### src/rtl/fetch_unit_pkg.sv
// Shared front-end constants and the fetch FSM state encoding.
package fetch_unit_pkg;

    localparam int unsigned Xlen       = 32;
    localparam int unsigned InstrWidth = 32;
    localparam int unsigned PcInc      = 4;

    localparam logic [InstrWidth-1:0] NopInstr = 32'h0000_0013;

    typedef enum logic [2:0] {
        StIdle,
        StReq,
        StWait,
        StHold,
        StDrop
    } fetch_state_e;

endpackage

### src/rtl/fetch_unit_if_id_reg.sv
// IF/ID pipeline register: flush beats stall beats load; otherwise a bubble is inserted.
module fetch_unit_if_id_reg
    import fetch_unit_pkg::*;
#(
    parameter int unsigned           PcWidth     = Xlen,
    parameter logic [InstrWidth-1:0] BubbleInstr = NopInstr
) (
    input  logic                  clk_i,
    input  logic                  rst_i,
    input  logic                  flush_i,
    input  logic                  stall_i,
    input  logic                  load_i,
    input  logic [PcWidth-1:0]    pc_i,
    input  logic [InstrWidth-1:0] instr_i,
    output logic [PcWidth-1:0]    pc_o,
    output logic [InstrWidth-1:0] instr_o,
    output logic                  valid_o
);

    logic [PcWidth-1:0]    pc_q;
    logic [InstrWidth-1:0] instr_q;
    logic                  valid_q;

    // The PC field is left untouched by flush and bubble; only valid/instr are squashed.
    always_ff @(posedge clk_i) begin
        if (rst_i) begin
            pc_q    <= '0;
            instr_q <= BubbleInstr;
            valid_q <= 1'b0;
        end else if (flush_i) begin
            instr_q <= BubbleInstr;
            valid_q <= 1'b0;
        end else if (!stall_i) begin
            if (load_i) begin
                pc_q    <= pc_i;
                instr_q <= instr_i;
                valid_q <= 1'b1;
            end else begin
                instr_q <= BubbleInstr;
                valid_q <= 1'b0;
            end
        end
    end

    assign pc_o    = pc_q;
    assign instr_o = instr_q;
    assign valid_o = valid_q;

endmodule

### src/rtl/fetch_unit.sv
// Instruction fetch stage: PC ownership, single-outstanding imem requests and IF/ID drive.
module fetch_unit
    import fetch_unit_pkg::*;
#(
    parameter int unsigned           XLEN      = Xlen,
    parameter logic [XLEN-1:0]       RESET_PC  = '0,
    parameter logic [InstrWidth-1:0] NOP_INSTR = NopInstr
) (
    input  logic                  clk,
    input  logic                  rst,
    input  logic                  pc_stall,
    input  logic                  if_stall,
    input  logic                  if_flush,
    input  logic                  branch_taken,
    input  logic [XLEN-1:0]       branch_target,
    output logic                  imem_req_valid,
    input  logic                  imem_req_ready,
    output logic [XLEN-1:0]       imem_addr,
    input  logic                  imem_rsp_valid,
    input  logic [InstrWidth-1:0] imem_rdata,
    output logic [XLEN-1:0]       if_id_pc,
    output logic [InstrWidth-1:0] if_id_instr,
    output logic                  if_id_valid,
    output logic                  fetch_pending
);

    fetch_state_e          state_q;
    logic [XLEN-1:0]       pc_q;
    logic [InstrWidth-1:0] hold_instr_q;

    logic                  req_hs;
    logic                  redirect;
    logic                  deliver;
    logic [InstrWidth-1:0] deliver_instr;
    logic [XLEN-1:0]       pc_next_seq;

    // Gated by rst so nothing is presented to memory before the first reset edge.
    assign imem_req_valid = !rst && (state_q == StReq) && !pc_stall;
    assign imem_addr      = pc_q;
    assign fetch_pending  = !rst && (state_q inside {StWait, StDrop, StHold});

    assign req_hs      = imem_req_valid && imem_req_ready;
    assign redirect    = branch_taken || if_flush;
    assign pc_next_seq = pc_q + XLEN'(PcInc);

    always_comb begin
        deliver       = 1'b0;
        deliver_instr = imem_rdata;
        case (state_q)
            StWait: deliver = imem_rsp_valid && !redirect && !if_stall;
            StHold: begin
                deliver       = !redirect && !if_stall;
                deliver_instr = hold_instr_q;
            end
            default: deliver = 1'b0;
        endcase
    end

    always_ff @(posedge clk) begin
        if (rst) begin
            state_q      <= StIdle;
            pc_q         <= RESET_PC;
            hold_instr_q <= NOP_INSTR;
        end else begin
            case (state_q)
                StIdle: state_q <= StReq;
                StReq: begin
                    if (branch_taken) pc_q <= branch_target;
                    // A request accepted alongside a redirect fetches a stale address.
                    if (req_hs) state_q <= branch_taken ? StDrop : StWait;
                end
                StWait: begin
                    if (imem_rsp_valid) begin
                        if (redirect) begin
                            if (branch_taken) pc_q <= branch_target;
                            state_q <= StReq;
                        end else if (if_stall) begin
                            hold_instr_q <= imem_rdata;
                            state_q      <= StHold;
                        end else begin
                            pc_q    <= pc_next_seq;
                            state_q <= StReq;
                        end
                    end else if (redirect) begin
                        if (branch_taken) pc_q <= branch_target;
                        state_q <= StDrop;
                    end
                end
                StHold: begin
                    if (redirect) begin
                        if (branch_taken) pc_q <= branch_target;
                        state_q <= StReq;
                    end else if (!if_stall) begin
                        pc_q    <= pc_next_seq;
                        state_q <= StReq;
                    end
                end
                StDrop: begin
                    if (branch_taken) pc_q <= branch_target;
                    if (imem_rsp_valid) state_q <= StReq;
                end
                default: state_q <= StIdle;
            endcase
        end
    end

    fetch_unit_if_id_reg #(
        .PcWidth     (XLEN),
        .BubbleInstr (NOP_INSTR)
    ) u_if_id_reg (
        .clk_i   (clk),
        .rst_i   (rst),
        .flush_i (if_flush),
        .stall_i (if_stall),
        .load_i  (deliver),
        .pc_i    (pc_q),
        .instr_i (deliver_instr),
        .pc_o    (if_id_pc),
        .instr_o (if_id_instr),
        .valid_o (if_id_valid)
    );

endmodule

### config.mk
export PLATFORM = sky130hd
export DESIGN_NAME = fetch_unit
export DESIGN_NICKNAME = d
export VERILOG_FILES = /design/src/rtl/fetch_unit_pkg.sv /design/src/rtl/fetch_unit_if_id_reg.sv /design/src/rtl/fetch_unit.sv
export SDC_FILE = /design/constraint.sdc
export NUM_CORES = 1
export LEC_CHECK = 0
export ABC_AREA = 1
export CAP_MARGIN = 10
export CORE_MARGIN = 4
export CORE_UTILIZATION = 50
export DETAILED_ROUTE_END_ITERATION = 10
export GPL_TIMING_DRIVEN = 1
export PLACE_DENSITY = 0.77
export SLEW_MARGIN = 20
export SYNTH_ARGS = -nofsm -noshare
export SYNTH_HDL_FRONTEND = slang
export SYNTH_HIERARCHICAL = 1
export SYNTH_SLANG_ARGS = --single-unit
### constraint.sdc
create_clock -name clk -period 4.7 [get_ports clk]
set_clock_uncertainty 0.2 [all_clocks]
set_input_delay 0.47 -clock clk [delete_from_list [all_inputs] [get_ports clk]]
set_output_delay 0.47 -clock clk [all_outputs]
set_load 0.01 [all_outputs]
==> results.yml <==
worst_setup_path:
  timing.critical_path.slowest_stage_cell: "sky130_fd_sc_hd__clkinv_1"
  cp_slowest_stage_delay_ns: 0.82
  worst_path_dominant_cell_family: "buffers and inverters"
  critical_path_buf_inv_count: 2
  worst_ep_required_time_ns: 4.86
  worstSetupStartpointType: "input port"
  timing.critical_path.fanout_max: 34
  timing.critical_path.arrival_ns: 3.36
  timing.critical_path.depth: 8
  reg2reg_depth: 10
  critPathKind: "in -> reg"
  end_kind: "flop"
  critical_path.cell_chain: "clkdlybuf4s50_1 -> nor2_8 -> nand2_1 -> nor3_4 -> clkinv_1 -> o21ai_0 -> a21oi_1 -> nor2_1"
synthesis:
  synth_enable_flop_cells: 0
  post_synth_instance_area_mm2: 0.00772
  synth_cell_types: 41
  synth-async-reset-ratio_pct: 0
  synthFlopType: "sky130_fd_sc_hd__dfxtp_1"
  synth.yosys.seq_area_share_pct: 34.2
  syn_avg_cell_area_um2: 6.38
  synth_nets: 1283
  ys_seq_elements: 132
  synth.yosys.warnings: 6
  post_synth_inst_count: 1210
place:
  placed_area_mm2: 0.00935
  estimated_wirelength_of_the_detail_placed_design_um: 15400
  place.gp.congestion: 0.945
  pre_cts_setup_slack_ns: 1.42
  placement.io_buffers: 170
power_and_ir_drop:
  leakagePower_nw: 4.00
  p_per_area_mw_per_mm2: 437
  ir_drop_mv: 0.322
  post_layout_power_mw: 4.33
timing:
  hold_viol_final: 0
  report.final.setup_viol: 0
  highest_clock_rate_ghz: 0.313
  finalCriticalPeriod_ns: 3.20
  worst-slew-pin-transition_ns: 1.03
  post_layout_worst_setup_margin_ns: 1.50
  whs_ns: 0.259
  layout_worst_path_cycle_share_pct: 68.0
  rsz0062_at_grt: "false"
  tns_ns: 0
  maxSlewViolCount: 0
  max-slew-margin-rel_pct: 31.0
grt:
  grt_first_pass_wirelength_um: 38000
  grt_util_met3_pct: 6.37
  largest_net_degree_at_the_start_of_global_routing: 66
  grt_most_used_layer: "met2"
  globalRouteMet2Util_pct: 42.1
  globalRoute.totalOverflow: 0
  first_global_vias: 7696
  number_of_antenna_violations_at_the_first_check_in_global_routing: 0
  overall_track_demand_over_capacity_in_global_routing_pct: 26.1
  global_route.usage.met1_pct: 33.4
clock_network:
  clock_edge_transition_at_the_registers_on_the_reported_setup_and_hold_paths_ns: 0.06
  post_cts.resized_instances: 0
  cts_setup_buffers: 0
  cts_tree: "built"
  tritoncts_num_sinks: 132
  clock_tree.root_cell: "sky130_fd_sc_hd__clkbuf_16"
  tritoncts.num_buffers: 17
  cts-hold-fix-buffers: 0
  ctsHtreeMaxLevel: 4
  clk_latency_ns: 0.43
  clk_path_buf_depth: 2
route:
  detailroute.via_count: 8318
  drt_pre_antenna_iters: 6
  route.final.wire_length_um: 23200
  post_drt_via_cell_ratio: 5.40
  count_of_antenna_violating_nets_left_after_detailed_routing: 0
  route.detailed.wl_per_inst_um: 15.0
  route.detailed.drc: 0
  iteration_0_drc_count_of_the_detailed_router: 849
floorplan:
  start_util_pct: 51.0
  floorplan.io_pins: 171
  die_w_um: 132
  core_area_mm2: 0.0151
  dieHeight_um: 132
  die-area_mm2: 0.0175
  rows: 45
outcome:
  outcome: "finished clean"
layout:
  final_nets: 1412
  final_area_mm2: 0.00992
  syn2layout_area_growth_pct: 28.5
  antennaDiodeCount: 0
  layout-drive-gt1-share_pct: 7.25
flow_run:
  max_cap_check_violation_count: 0
worst_hold_path:
  worst_hold_path_type: "reg -> reg"
  hold_path_cell_cnt: 2
==> through the flow <==
stage / cells / util (%)
3_5_place_dp: 1508 / 61.7
4_1_cts: 1540 / 65.5
5_1_grt: 1540 / 65.5
2_1_floorplan: 1210 / -
6_report: 1540 / 65.5
3_3_place_gp: 1508 / 61.7
==> routing by layer <==
metal  vias up  share of wire, %  wire (µm)
li1       4162                 -          -
met1      3783                44      10100
met2       317                46      10500
met3        56               7.4       1720
met4         0               3.3        769
met5         -                 0          0
==> cells in the final DEF (no fill, tap or decap), types with 3 or more instances in the layout <==
cell	Yosys	final
sky130_fd_sc_hd__nand2_2	5	5
sky130_fd_sc_hd__nor2_1	154	154
sky130_fd_sc_hd__dfxtp_1	132	132
sky130_fd_sc_hd__inv_1	99	98
sky130_fd_sc_hd__mux2i_1	6	6
sky130_fd_sc_hd__xor2_1	3	3
sky130_fd_sc_hd__clkinv_4	1	4
sky130_fd_sc_hd__or2_0	3	3
sky130_fd_sc_hd__clkdlybuf4s50_1	0	169
sky130_fd_sc_hd__nand2_4	3	3
sky130_fd_sc_hd__nor2_2	4	3
sky130_fd_sc_hd__o211ai_1	14	14
sky130_fd_sc_hd__nand4_1	5	5
sky130_fd_sc_hd__nand3_2	4	4
sky130_fd_sc_hd__a21oi_2	15	15
sky130_fd_sc_hd__o21ai_1	8	8
sky130_fd_sc_hd__clkbuf_1	16	4
sky130_fd_sc_hd__nor2_8	4	4
sky130_fd_sc_hd__xnor2_1	4	4
sky130_fd_sc_hd__o21ai_0	91	91
sky130_fd_sc_hd__a21oi_1	103	103
sky130_fd_sc_hd__nor2_4	8	9
sky130_fd_sc_hd__inv_2	6	6
sky130_fd_sc_hd__nand3_1	97	97
sky130_fd_sc_hd__clkbuf_16	0	17
sky130_fd_sc_hd__nand2_1	346	346
sky130_fd_sc_hd__buf_4	6	10
sky130_fd_sc_hd__a31oi_1	7	7
==> synth_stat cells, types with 3 or more instances <==
library cell / count / share of area (%)
sky130_fd_sc_hd__xor2_1: 3 / 0.34
sky130_fd_sc_hd__nor2_1: 154 / 7.5
sky130_fd_sc_hd__inv_1: 99 / 4.8
sky130_fd_sc_hd__mux2i_1: 6 / 0.78
sky130_fd_sc_hd__o21ai_1: 8 / 0.52
sky130_fd_sc_hd__xnor2_1: 4 / 0.45
sky130_fd_sc_hd__a21oi_1: 103 / 6.7
sky130_fd_sc_hd__buf_6: 8 / 1.2
sky130_fd_sc_hd__nor2_2: 4 / 0.32
sky130_fd_sc_hd__nand4_1: 5 / 0.41
sky130_fd_sc_hd__nand3_1: 97 / 6.3
sky130_fd_sc_hd__o211ai_1: 14 / 1.4
sky130_fd_sc_hd__nor2_4: 8 / 1.2
sky130_fd_sc_hd__a21oi_2: 15 / 1.7
sky130_fd_sc_hd__nand2_2: 5 / 0.41
sky130_fd_sc_hd__buf_2: 35 / 2.3
sky130_fd_sc_hd__inv_2: 6 / 0.29
sky130_fd_sc_hd__a31oi_1: 7 / 0.57
sky130_fd_sc_hd__dfxtp_1: 132 / 34
sky130_fd_sc_hd__clkbuf_1: 16 / 0.78
sky130_fd_sc_hd__o21ai_0: 91 / 5.9
sky130_fd_sc_hd__nand2_1: 346 / 17
sky130_fd_sc_hd__buf_1: 5 / 0.24
sky130_fd_sc_hd__or2_0: 3 / 0.24
sky130_fd_sc_hd__nor2_8: 4 / 1.0
sky130_fd_sc_hd__nand2_4: 3 / 0.44
sky130_fd_sc_hd__buf_4: 6 / 0.58
sky130_fd_sc_hd__nand3_2: 4 / 0.52
==> worst reg2reg max path, cell delays in order, from the launching register on <==
cell and delay, ns:
sky130_fd_sc_hd__dfxtp_1 0.34, sky130_fd_sc_hd__nor2_1 0.17, sky130_fd_sc_hd__nand2_2 0.11, sky130_fd_sc_hd__nand2_4 0.27, sky130_fd_sc_hd__inv_2 0.21, sky130_fd_sc_hd__nand2_1 0.09, sky130_fd_sc_hd__nand2_1 0.07, sky130_fd_sc_hd__inv_2 0.48
sky130_fd_sc_hd__nand2_1 0.25, sky130_fd_sc_hd__o21ai_0 0.22, sky130_fd_sc_hd__a21oi_1 0.06
==> report_power, final <==
part	internal (mW)	switching [mW]	total (mW)	leakage, nW
combinational	0.612	0.920	1.53	2.65
sequential	1.25	0.256	1.50	1.07
clock	0.783	0.516	1.30	0.272
total	2.64	1.69	4.33	4.00
==> registers in the layout, summed over array words and instances, names as in the netlist <==
name / cells
u_if_id_reg/pc_o: 32
u_if_id_reg/instr_o: 32
hold_instr_q: 32
imem_addr: 32
state_q: 3
u_if_id_reg/valid_o: 1
==> layout make-up <==
cell class,instances,area (µm²)
inverters,107,407
repair buffers,180,1770
fillers,1359,5230
flip-flops and latches,132,2640
well taps,188,235
clock buffers,21,440
clock inverters,11,129
multi-input cells,901,4300
==> final timing paths <==
check	from	endpoint	slack, ns
max	if_flush	state_q[1]	1.50
min	hold_instr_q[4]	hold_instr_q[4]	0.26
max reg2reg	state_q[0]	imem_addr[1]	2.12
min reg2reg	hold_instr_q[4]	hold_instr_q[4]	0.26
==> cell families (layout without fill, tap and decap cells) <==
group	count (synthesis)	count (layout)	share of synthesized area, %
and+or+nand+nor	641	641	36.0
AOI/OAI and AO/OA	246	246	17.7
buffers and inverters	177	319	10.3
DFF	132	132	34.2
xor gates and xnor gates	7	7	0.794
muxes	6	6	0.778
adders and majority gates	1	1	0.162
Note: power is estimated with default switching activity, not from simulation.
